### config.mk
export PLATFORM = sky130hd
export DESIGN_NAME = dbus_uart_tx
export DESIGN_NICKNAME = d
export VERILOG_FILES = /design/src/rtl/dbus_uart_tx.sv
export SDC_FILE = /design/constraint.sdc
export NUM_CORES = 1
export LEC_CHECK = 0
export ABC_CLOCK_PERIOD_IN_PS = 8500
export CAP_MARGIN = 0
export CORE_ASPECT_RATIO = 1.75
export CORE_MARGIN = 4
export CORE_UTILIZATION = 39
export CTS_CLUSTER_SIZE = 12
export DETAILED_ROUTE_END_ITERATION = 12
export DONT_BUFFER_PORTS = 1
export HOLD_SLACK_MARGIN = 0.12
export MAX_ROUTING_LAYER = met4
export PLACE_DENSITY = 0.5
export SLEW_MARGIN = 20
export SYNTH_ARGS = -nofsm -noshare
export SYNTH_HDL_FRONTEND = slang
export SYNTH_SLANG_ARGS = --single-unit
### constraint.sdc
create_clock -name clk -period 8.5 [get_ports clk]
set_clock_uncertainty 0.2 [all_clocks]
set_input_delay 0.425 -clock clk [delete_from_list [all_inputs] [get_ports clk]]
set_output_delay 0.425 -clock clk [all_outputs]
set_load 0.005 [all_outputs]
### src/rtl/dbus_uart_tx.sv
`default_nettype none
// ============================================================================
// Module   : dbus_uart_tx
// Function : D-bus slave UART transmitter: byte TX FIFO feeding an 8N1
//            baud-timed serialiser, with STATUS/BAUDDIV/CTRL registers.
//            Define UART_TX_PARITY_EN to add an even-parity bit (CTRL[1]=PEN).
// Revision : 1.0
// ============================================================================
module dbus_uart_tx #(
    parameter int          FIFO_DEPTH    = 8,
    parameter logic [15:0] BAUDDIV_RESET = 16'd433
) (
    input  logic        clk,
    input  logic        rst_n,
    input  logic        ss,
    input  logic        bstart,
    input  logic        ttype,
    input  logic [1:0]  tsize,
    input  logic [3:0]  addr,
    input  logic [31:0] wdata,
    output logic [31:0] rdata,
    output logic        bdone,
    output logic        txd,
    output logic        irq
);

    localparam int c_AW = $clog2(FIFO_DEPTH);
    localparam int c_CW = c_AW + 1;

    localparam logic [2:0] c_ST_IDLE   = 3'd0;
    localparam logic [2:0] c_ST_START  = 3'd1;
    localparam logic [2:0] c_ST_DATA   = 3'd2;
`ifdef UART_TX_PARITY_EN
    localparam logic [2:0] c_ST_PARITY = 3'd3;
`endif
    localparam logic [2:0] c_ST_STOP   = 3'd4;

    localparam logic [1:0] c_REG_DATA    = 2'd0;
    localparam logic [1:0] c_REG_STATUS  = 2'd1;
    localparam logic [1:0] c_REG_BAUDDIV = 2'd2;
    localparam logic [1:0] c_REG_CTRL    = 2'd3;

    // ------------------------------------------------------------------
    // Register state
    // ------------------------------------------------------------------
    logic [31:0]     r_rdata;
    logic            r_bdone;
    logic [15:0]     r_bauddiv;
    logic            r_ie;
    logic            r_ovf;
`ifdef UART_TX_PARITY_EN
    logic            r_pen;
`endif

    // FIFO state
    logic [7:0]      r_mem [FIFO_DEPTH];
    logic [c_AW-1:0] r_wr_ptr;
    logic [c_AW-1:0] r_rd_ptr;
    logic [c_CW-1:0] r_count;

    // Serialiser state
    logic [2:0]      r_state;
    logic [15:0]     r_cnt;
    logic [15:0]     r_div;
    logic [7:0]      r_shift;
    logic [2:0]      r_bit_idx;
    logic            r_txd;
`ifdef UART_TX_PARITY_EN
    logic            r_par;
    logic            r_pen_lat;
`endif

    // ------------------------------------------------------------------
    // Decode
    // ------------------------------------------------------------------
    logic            w_accept;
    logic            w_wr;
    logic            w_rd;
    logic [1:0]      w_reg;
    logic            w_full;
    logic            w_empty;
    logic            w_busy;
    logic            w_push;
    logic            w_pop;
    logic            w_push_ok;
    logic [7:0]      w_rd_byte;
    logic [3:0]      w_count_sat;
    logic            w_pen_rd;
    logic [31:0]     w_rdata;
    logic            w_unused_bits;

    assign w_accept  = ss & bstart;
    assign w_wr      = w_accept & ttype;
    assign w_rd      = w_accept & ~ttype;
    assign w_reg     = addr[3:2];

    assign w_full    = (r_count == c_CW'(FIFO_DEPTH));
    assign w_empty   = (r_count == '0);
    assign w_busy    = (r_state != c_ST_IDLE);
    assign w_rd_byte = r_mem[r_rd_ptr];

    assign w_push    = w_wr & (w_reg == c_REG_DATA);
    // A new frame starts from IDLE, or straight out of the last STOP cycle so
    // that queued bytes leave with no idle gap.
    assign w_pop     = ~w_empty & ((r_state == c_ST_IDLE) |
                                   ((r_state == c_ST_STOP) & (r_cnt == 16'd0)));
    // A simultaneous pop frees the slot, so a push into a full FIFO survives.
    assign w_push_ok = w_push & (~w_full | w_pop);

    // For depths below 8 the compare constant exceeds any reachable count.
    assign w_count_sat = (r_count > c_CW'(15)) ? 4'd15 : 4'(r_count);

`ifdef UART_TX_PARITY_EN
    assign w_pen_rd = r_pen;
`else
    assign w_pen_rd = 1'b0;
`endif

    // Size and byte-lane information is irrelevant: every register is
    // narrower than a byte lane split would matter for.
    assign w_unused_bits = ^{tsize, addr[1:0], wdata[31:16]};

    always_comb begin
        w_rdata = '0;
        case (w_reg)
            c_REG_STATUS:  w_rdata = {24'd0, w_count_sat, r_ovf, w_busy, w_empty, w_full};
            c_REG_BAUDDIV: w_rdata = {16'd0, r_bauddiv};
            c_REG_CTRL:    w_rdata = {30'd0, w_pen_rd, r_ie};
            default:       w_rdata = '0;
        endcase
    end

    // ------------------------------------------------------------------
    // Bus response and configuration registers
    // ------------------------------------------------------------------
    always_ff @(posedge clk or negedge rst_n) begin
        if (!rst_n) begin
            r_bdone   <= 1'b0;
            r_rdata   <= '0;
            r_bauddiv <= BAUDDIV_RESET;
            r_ie      <= 1'b0;
            r_ovf     <= 1'b0;
`ifdef UART_TX_PARITY_EN
            r_pen     <= 1'b0;
`endif
        end else begin
            r_bdone <= w_accept;
            r_rdata <= w_rd ? w_rdata : '0;
            if (w_wr && (w_reg == c_REG_BAUDDIV)) begin
                r_bauddiv <= wdata[15:0];
            end
            if (w_wr && (w_reg == c_REG_CTRL)) begin
                r_ie  <= wdata[0];
`ifdef UART_TX_PARITY_EN
                r_pen <= wdata[1];
`endif
            end
            // A dropped push wins over a concurrent STATUS read so no
            // overflow event is lost.
            if (w_push && !w_push_ok) begin
                r_ovf <= 1'b1;
            end else if (w_rd && (w_reg == c_REG_STATUS)) begin
                r_ovf <= 1'b0;
            end
        end
    end

    // ------------------------------------------------------------------
    // TX FIFO
    // ------------------------------------------------------------------
    always_ff @(posedge clk) begin
        if (w_push_ok) begin
            r_mem[r_wr_ptr] <= wdata[7:0];
        end
    end

    always_ff @(posedge clk or negedge rst_n) begin
        if (!rst_n) begin
            r_wr_ptr <= '0;
            r_rd_ptr <= '0;
            r_count  <= '0;
        end else begin
            if (w_push_ok) begin
                r_wr_ptr <= r_wr_ptr + c_AW'(1);
            end
            if (w_pop) begin
                r_rd_ptr <= r_rd_ptr + c_AW'(1);
            end
            case ({w_push_ok, w_pop})
                2'b10:   r_count <= r_count + c_CW'(1);
                2'b01:   r_count <= r_count - c_CW'(1);
                default: r_count <= r_count;
            endcase
        end
    end

    // ------------------------------------------------------------------
    // Serialiser: each state holds txd for r_div+1 cycles
    // ------------------------------------------------------------------
    always_ff @(posedge clk or negedge rst_n) begin
        if (!rst_n) begin
            r_state   <= c_ST_IDLE;
            r_cnt     <= '0;
            r_div     <= '0;
            r_shift   <= '0;
            r_bit_idx <= '0;
            r_txd     <= 1'b1;
`ifdef UART_TX_PARITY_EN
            r_par     <= 1'b0;
            r_pen_lat <= 1'b0;
`endif
        end else if (w_pop) begin
            // Divider is latched here so mid-frame BAUDDIV writes only
            // affect the next frame.
            r_state   <= c_ST_START;
            r_txd     <= 1'b0;
            r_div     <= r_bauddiv;
            r_cnt     <= r_bauddiv;
            r_shift   <= w_rd_byte;
            r_bit_idx <= '0;
`ifdef UART_TX_PARITY_EN
            r_par     <= ^w_rd_byte;
            r_pen_lat <= r_pen;
`endif
        end else begin
            case (r_state)
                c_ST_IDLE: begin
                    r_txd <= 1'b1;
                end
                c_ST_START: begin
                    if (r_cnt == 16'd0) begin
                        r_state   <= c_ST_DATA;
                        r_cnt     <= r_div;
                        r_bit_idx <= '0;
                        r_txd     <= r_shift[0];
                    end else begin
                        r_cnt <= r_cnt - 16'd1;
                    end
                end
                c_ST_DATA: begin
                    if (r_cnt == 16'd0) begin
                        r_cnt <= r_div;
                        if (r_bit_idx == 3'd7) begin
`ifdef UART_TX_PARITY_EN
                            if (r_pen_lat) begin
                                r_state <= c_ST_PARITY;
                                r_txd   <= r_par;
                            end else
`endif
                            begin
                                r_state <= c_ST_STOP;
                                r_txd   <= 1'b1;
                            end
                        end else begin
                            r_bit_idx <= r_bit_idx + 3'd1;
                            r_shift   <= {1'b0, r_shift[7:1]};
                            r_txd     <= r_shift[1];
                        end
                    end else begin
                        r_cnt <= r_cnt - 16'd1;
                    end
                end
`ifdef UART_TX_PARITY_EN
                c_ST_PARITY: begin
                    if (r_cnt == 16'd0) begin
                        r_state <= c_ST_STOP;
                        r_cnt   <= r_div;
                        r_txd   <= 1'b1;
                    end else begin
                        r_cnt <= r_cnt - 16'd1;
                    end
                end
`endif
                c_ST_STOP: begin
                    // Expiry with a non-empty FIFO is handled by the pop branch.
                    if (r_cnt == 16'd0) begin
                        r_state <= c_ST_IDLE;
                    end else begin
                        r_cnt <= r_cnt - 16'd1;
                    end
                    r_txd <= 1'b1;
                end
                default: begin
                    r_state <= c_ST_IDLE;
                    r_txd   <= 1'b1;
                end
            endcase
        end
    end

    assign rdata = r_rdata;
    assign bdone = r_bdone;
    assign txd   = r_txd;
    assign irq   = w_empty & r_ie;

endmodule
`default_nettype wire

# After elaboration in Yosys (flattened, before gate mapping)
# Memory sizes are Yosys's and may differ from the RTL's.
# Cells that the tools add are included.
[word_totals] regBits=108 mem_bits_rw=64 inputBits=43 output_inout_bits=35 word_cells=106 memories=1
[classes] addsub=6 magnitude_cmp=1 n_eq_ne=18 n_mux=31 bitwise_logic=13 reduce_logical=22
[mem_list] name="r_mem" depth=8 word_bits=8 read_ports=1 rd_ports_with_merged_regs=0 write_ports=1 line_no="56" source="logic [7:0] r_mem [FIFO_DEPTH];"
[op_table] cell="$mux W16" n=3
[op_table] cell="$pmux W16 S3" n=1
[op_table] cell="$mux W32" n=1
[op_table] cell="$mux W8" n=4
[op_table] cell="$pmux W16 S2" n=1
[op_table] cell="$mux W3" n=8
[op_table] cell="$logic_not A16 Y1" n=1
[op_table] cell="$sub A16 B1 Y16 const B" n=1
[op_table] cell="$ne A3 B3 Y1 const B" n=5
[op_table] cell="$pmux W3 S4" n=1
[op_table] cell="$add A3 B1 Y3 const B" n=3
[op_table] cell="$reduce_bool A3 Y1" n=3
[op_table] cell="$and A1 B1 Y1" n=8
[op_table] cell="$mux W1" n=8
[op_table] cell="$pmux W4 S2" n=1
[op_table] cell="$reduce_bool A2 Y1" n=4
[op_table] cell="$eq A2 B2 Y1 const B" n=3
[op_table] cell="$eq A3 B3 Y1 const B" n=2
[op_table] cell="$pmux W3 S2" n=1
[op_table] cell="$reduce_and A5 Y1" n=1
[op_table] cell="$add A4 B1 Y4 const B" n=1
[op_table] cell="$eq A2 B1 Y1 const B" n=2
[op_table] cell="$eq A4 B4 Y1 const B" n=1
[op_table] cell="$gt A4 B4 Y1 const B" n=1
[op_table] cell="18 further kinds" n=26

# Logic depth before layout (Yosys ltp)
[depth] depth_word=9 depth_mapped=12 ltp_nobuf=11

# Worst setup path before layout
# No wires, ideal clock.
[synth_timing] kind="reg-to-reg" from="register r_cnt[0]" to="memory r_mem[0][0], enable pin" setup_ps=395 t_arrival_ps=2456 setup_slack_ps=5449 path_stages_with_launch=9 cell_sequence="dfrtp_1 inv_1 ha_1 nor4b_2 and3_1 buf_4 a21oi_1 nand2b_1 nor4_1"
[synth_via] elab_chain_len=8
[synth_rtl] element="start, declared" line_no="63" source="logic [15:0] r_cnt;"
[synth_rtl] element="start signal, assigned" line_no="218" source="r_cnt <= r_bauddiv;"
[synth_rtl] element="start signal, assigned" line_no="233" source="r_cnt <= r_div;"
[synth_rtl] element="start signal, assigned" line_no="237" source="r_cnt <= r_cnt - 16'd1;"
[synth_rtl] element="$logic_not A16 Y1" line_no="106" source="((r_state == c_ST_STOP) & (r_cnt == 16'd0)));"
[synth_rtl] element="$and A1 B1 Y1" line_no="106"
[synth_rtl] element="$or A1 B1 Y1" line_no="105" source="assign w_pop = ~w_empty & ((r_state == c_ST_IDLE) |"
[synth_rtl] element="$and A1 B1 Y1" line_no="105"
[synth_rtl] element="$or A1 B1 Y1" line_no="108" source="assign w_push_ok = w_push & (~w_full | w_pop);"
[synth_rtl] element="$and A1 B1 Y1" line_no="108"
[synth_rtl] element="$mux W1" line_no="172" source="if (w_push_ok) begin"
[synth_rtl] element="$mux W1 (implied by the code)" line_no="173" source="r_mem[r_wr_ptr] <= wdata[7:0];"
[synth_rtl] element="end, declared" line_no="56"
# Every way passes these cells.

# Worst setup path after layout
[layout_timing] from="register r_cnt[0]" to="memory r_mem[7][5], enable pin"
# Same word-level chain as after synthesis.

==> summary by stage <==
Floorplanning
Measured along the y axis, the die boundary spans 184 um. The initialized floorplan defines 64 standard-cell rows. The core region area is 17,500 um2.

The area of the die is 20,000 um2. The I/O pin count is 78. The horizontal die dimension is about 110 um. The effective utilization at floorplan is ~40%.

Global route
The first global-routing pass estimated 24.3 mm of wire. Entering global routing, the biggest net connects 93 pins. The initial antenna violation count is 0.

The total routing resource utilization after global routing is 16.8%. Summed over all layers, the global routing overflow is 0. The via count of the first global-routing pass came to between 4,000 and 5,000.

Yosys
The parity-gate share of the synthesized area counting xor and xnor cells is around 2.3%. The main flop type after synthesis is sky130_fd_sc_hd__dfrtp_1. The warning count from the yosys run is 0. Synthesis instantiated 60 different standard cells from the library. Summed over all instances, the cell type with the most area after synthesis is sky130_fd_sc_hd__dfrtp_1. The post-synthesis async set-or-reset flop share is 59.0%. Yosys attributes the largest share of cell area to sky130_fd_sc_hd__dfrtp_1 (31%), sky130_fd_sc_hd__edfxtp_1 (28%), sky130_fd_sc_hd__mux4_2 (5.2%), sky130_fd_sc_hd__nand2_1 (4.3%), sky130_fd_sc_hd__mux2_2 (3.1%). Yosys mapped a number of flops with a built-in enable equal to 64. The adder-cell area share of the yosys netlist is under 10%. In the synthesized netlist, mux cells make up between 9 and 10% of the area. Of the post-synthesis cell area, the dominant cell type holds ~31%. Each instance of the synthesized netlist takes up on average 12.9 um2.

The sequential-to-total area share from yosys stat is 61.1%. The synthesized netlist occupies a cell area of 6930 um2. The synthesized-area fraction occupied by ao, oa, aoi and oai cells is around 8%. After synthesis, the largest family of logic cells by area is simple AND/OR/NAND/NOR gates. After Yosys synthesis, and, or, nand and nor cells account for between 10% and 20% of the synthesized area. The number of register bits inferred by synthesis is between 150 and 200. The synthesized instance count is between 500 and 600.

CTS
After clock tree synthesis, the repair step resized 0 gates. At the later pin of the worst-skew pair, clock insertion delay measures ~0.43 ns. TritonCTS built the clock tree.

The tree is rooted in a sky130_fd_sc_hd__clkbuf_16. No sink is reached through more buffers than the 2 on the longest clock path. The number of setup buffers added after CTS is 0. The number of clock sinks is roughly 160. The number of CTS-inserted buffers is 17.

Clock-pin slew was measured on the worst setup and hold paths at 0.07 ns. The deepest level of the CTS H-tree is 4.

STA
The post-route setup TNS is 0 ns. Once routing completed, OpenROAD measured the worst setup slack at between 5 and 6 ns. The tightest slew margin relative to the limit is a little under a third. The final critical path takes up approximately 40% of the cycle. Setup violations remaining at the end of the flow were counted as 0.

The routed design could run at a clock period as short as ~3.4 ns. Hold timing on the final database bottoms out at a slack of around 0.15 ns. Setup repair after global routing left no endpoint under its margin.

The transition time of the tightest slew-check pin is approximately 1.0 ns. For this run, the top clock speed supported by timing is approximately 300 MHz. The count of endpoints failing hold in the final timing report is 0. The count of final max-slew check failures is 0.

Placement
Port buffering added 0 buffers. The placed wire-length estimate after detailed placement is 10.2 mm. The post-placement setup slack is 5.02 ns. Routability-driven placement finished with a final weighted congestion of 0.797. The total placed instance area is 7100 um2. The number of placed instances, taps included, is approximately 750.

Setup path
The number of buffers and inverters on the critical path is 1. The kind of cell adding the most delay to the critical path is simple AND/OR/NAND/NOR gates. The kind of start point of the critical path is a register. The required time at the endpoint of the critical path is roughly 8.4 ns. Setup slack on the worst reg-to-reg path comes out at roughly 5 ns. The endpoint arrival time on the critical path is approximately 3.3 ns. The type of destination of the critical path is a register. The critical path goes through inv_1, ha_1, nor4b_2, and3_1, a21oi_1, nor2_2, nand2_1, nor2_1. The maximum fanout encountered on the critical timing path is 8.

The largest single stage delay on the critical path is around 0.66 ns. The type of the worst setup path is register to register. The cell type of the slowest stage on the worst timing path is sky130_fd_sc_hd__nor2_1.

Finish
In the layout the commonest cells are sky130_fd_sc_hd__dfrtp_1 (85), sky130_fd_sc_hd__nand2_1 (79), sky130_fd_sc_hd__edfxtp_1 (64). The post-route non-filler standard cell count is between 800 and 900. The net count of the finished layout is 612.

The area added between synthesis and finish is 15.3%. For this run, the share of the core covered by cells in the final layout is a little under half. The commonest non-fill, non-tap cell in the layout is sky130_fd_sc_hd__dfrtp_1. The final cell area excluding filler cells is around 8000 um2. The proportion of layout cells with a drive suffix above 1 is about 18%. 0 antenna diodes ended up in the layout.

Drt
The routed metal-1 wire length is around 5.2 mm. The final routed wire length divided by cell count is 18.5 um. The first detailed-routing pass ran for 4 iterations. Using the TritonRoute via totals, the vias-per-cell ratio works out to approximately 5.2. The starting DRC count in detailed routing is a little under 200. The routed design uses ~8.9 mm of met2 wire.

After detailed routing, the total wire length is between 10 and 15 mm. The via count is about 4,200. In this run the remaining antenna-violating nets after routing total 0. Routed signal wires occupy layers up through met4. For this run, design rule violations remaining after detail routing come to 0. Summed over all nets, wire length on met3 after detailed routing comes to between 400 and 500 um.

Power and ir drop
The maximum resistive drop on vdd is approximately 0.13 mV. Internal power comes to approximately 1.6 mW. The switching power of the nets is 0.682 mW. The portion of total power attributed to combinational logic is between 15 and 20%. The fraction of power spent switching nets is ~30%.

The clock network is responsible for 35.0% of the overall power. The total power is between 2 and 2.5 mW. Of the total power, registers draw a little under half. Power spread over the standard cell area amounts to 288 nW/um2. The static power due to leakage is around 3.2 nW.

Worst hold path
The min-delay analysis places its worst path in the category input pin to register.

Run status
The flow ran to the end, and the final reports show no timing, DRC or antenna violations.

Run
The max-capacitance violation count is 0.
-- cells in the mapped netlist, types with 2 or more instances --
| cell | number |
|---|---|
| sky130_fd_sc_hd__o211ai_1 | 9 |
| sky130_fd_sc_hd__nand3_1 | 5 |
| sky130_fd_sc_hd__xnor2_1 | 9 |
| sky130_fd_sc_hd__a211oi_1 | 2 |
| sky130_fd_sc_hd__nand3b_1 | 3 |
| sky130_fd_sc_hd__nand2_1 | 79 |
| sky130_fd_sc_hd__buf_4 | 21 |
| sky130_fd_sc_hd__o21ai_1 | 4 |
| sky130_fd_sc_hd__edfxtp_1 | 64 |
| sky130_fd_sc_hd__nor4b_1 | 3 |
| sky130_fd_sc_hd__a21oi_1 | 12 |
| sky130_fd_sc_hd__nor4_1 | 4 |
| sky130_fd_sc_hd__nor2b_1 | 3 |
| sky130_fd_sc_hd__and2_1 | 10 |
| sky130_fd_sc_hd__o2111ai_1 | 2 |
| sky130_fd_sc_hd__a31oi_1 | 11 |
| sky130_fd_sc_hd__mux2_2 | 19 |
| sky130_fd_sc_hd__a221o_1 | 7 |
| sky130_fd_sc_hd__ha_1 | 6 |
| sky130_fd_sc_hd__inv_1 | 5 |
| sky130_fd_sc_hd__nand4_1 | 2 |
| sky130_fd_sc_hd__xor2_1 | 9 |
| sky130_fd_sc_hd__a21o_1 | 3 |
| sky130_fd_sc_hd__dfstp_2 | 6 |
| sky130_fd_sc_hd__or3_1 | 3 |
| sky130_fd_sc_hd__nor2_1 | 36 |
| sky130_fd_sc_hd__nor3_1 | 17 |
| sky130_fd_sc_hd__o211a_1 | 2 |
| sky130_fd_sc_hd__a22o_1 | 8 |
| sky130_fd_sc_hd__nor2_2 | 3 |
| sky130_fd_sc_hd__o21ai_0 | 10 |
| sky130_fd_sc_hd__clkbuf_1 | 10 |
| sky130_fd_sc_hd__dfrtp_1 | 86 |
| sky130_fd_sc_hd__nor4_4 | 2 |
| sky130_fd_sc_hd__mux2i_1 | 10 |
| sky130_fd_sc_hd__nand2b_1 | 6 |
| sky130_fd_sc_hd__mux4_2 | 16 |
| sky130_fd_sc_hd__buf_2 | 8 |
-- what timing repair did --
item | 4_1_cts | 5_1_grt
hold endpoints to repair | 184 | 0
setup endpoints to repair | 0 | 0
hold buffers | 24 | 0
-- power groups by stage --
| stage | clock, mW | combinational (mW) | sequential, mW |
|---|---|---|---|
| 2_1_floorplan | 0 | 0.392 | 1.01 |
| 3_3_place_gp | 0 | 0.371 | 1.12 |
| 3_5_place_dp | 0 | 0.380 | 1.12 |
| 4_1_cts | 0.830 | 0.406 | 1.11 |
| 5_1_grt | 0.858 | 0.453 | 1.13 |
| 6_report | 0.805 | 0.398 | 1.10 |
-- area by class of cell --
| type | count | area [um2] |
|---|---|---|
| fill | 1631 | 9470 |
| inverter | 5 | 18.8 |
| sequential | 156 | 4230 |
| clock inverter | 15 | 199 |
| clock buffer | 17 | 425 |
| multi-input combinational | 350 | 2490 |
| timing repair buffer | 33 | 325 |
| tap | 231 | 289 |
-- flip-flops by register name, summed over array words and instances (netlist names) --
name       flops
r_bit_idx      3
r_cnt         16
r_ie           1
txd            1
r_rd_ptr       3
r_wr_ptr       3
r_div         16
rdata         16
r_bauddiv     16
r_ovf          1
r_mem         64
r_count        4
bdone          1
r_state        3
r_shift        8
-- logic make-up (layout without fill, tap and decap cells) --
| family | Yosys count | after routing |
|---|---|---|
| xor+xnor | 18 | 18 |
| other cells | 1 | 16 |
| simple gates | 187 | 187 |
| buf+inv | 46 | 70 |
| fa+ha+maj | 6 | 6 |
| mux | 46 | 46 |
| compound gates | 77 | 77 |
| flops | 156 | 156 |
-- routing by layer --
layer | track usage, % | vias to the layer above
li1 | - | 1983
met1 | 17.0 | 2131
met2 | 31.1 | 77
met3 | 3.29 | 22
met4 | 6.83 | 0
met5 | - | -
-- tightest hold or removal path: stages --
cell and delay (ns):
sky130_fd_sc_hd__or3_1 0.12, sky130_fd_sc_hd__nor2_2 0.08, sky130_fd_sc_hd__nand2_1 0.07, sky130_fd_sc_hd__nand2_1 0.04
-- final timing paths --
kind                           start          end  cells past startpoint
setup / recovery            r_cnt[0]  r_mem[7][5]                      8
hold / removal               addr[2]  r_wr_ptr[1]                      4
setup reg to reg            r_cnt[0]  r_mem[7][5]                      8
hold reg to reg            r_div[11]    r_div[11]                      2
max in group asynchronous      rst_n  r_rd_ptr[0]                      2
min in group asynchronous      rst_n   r_state[1]                      2
(Power assumes the default switching activity.)
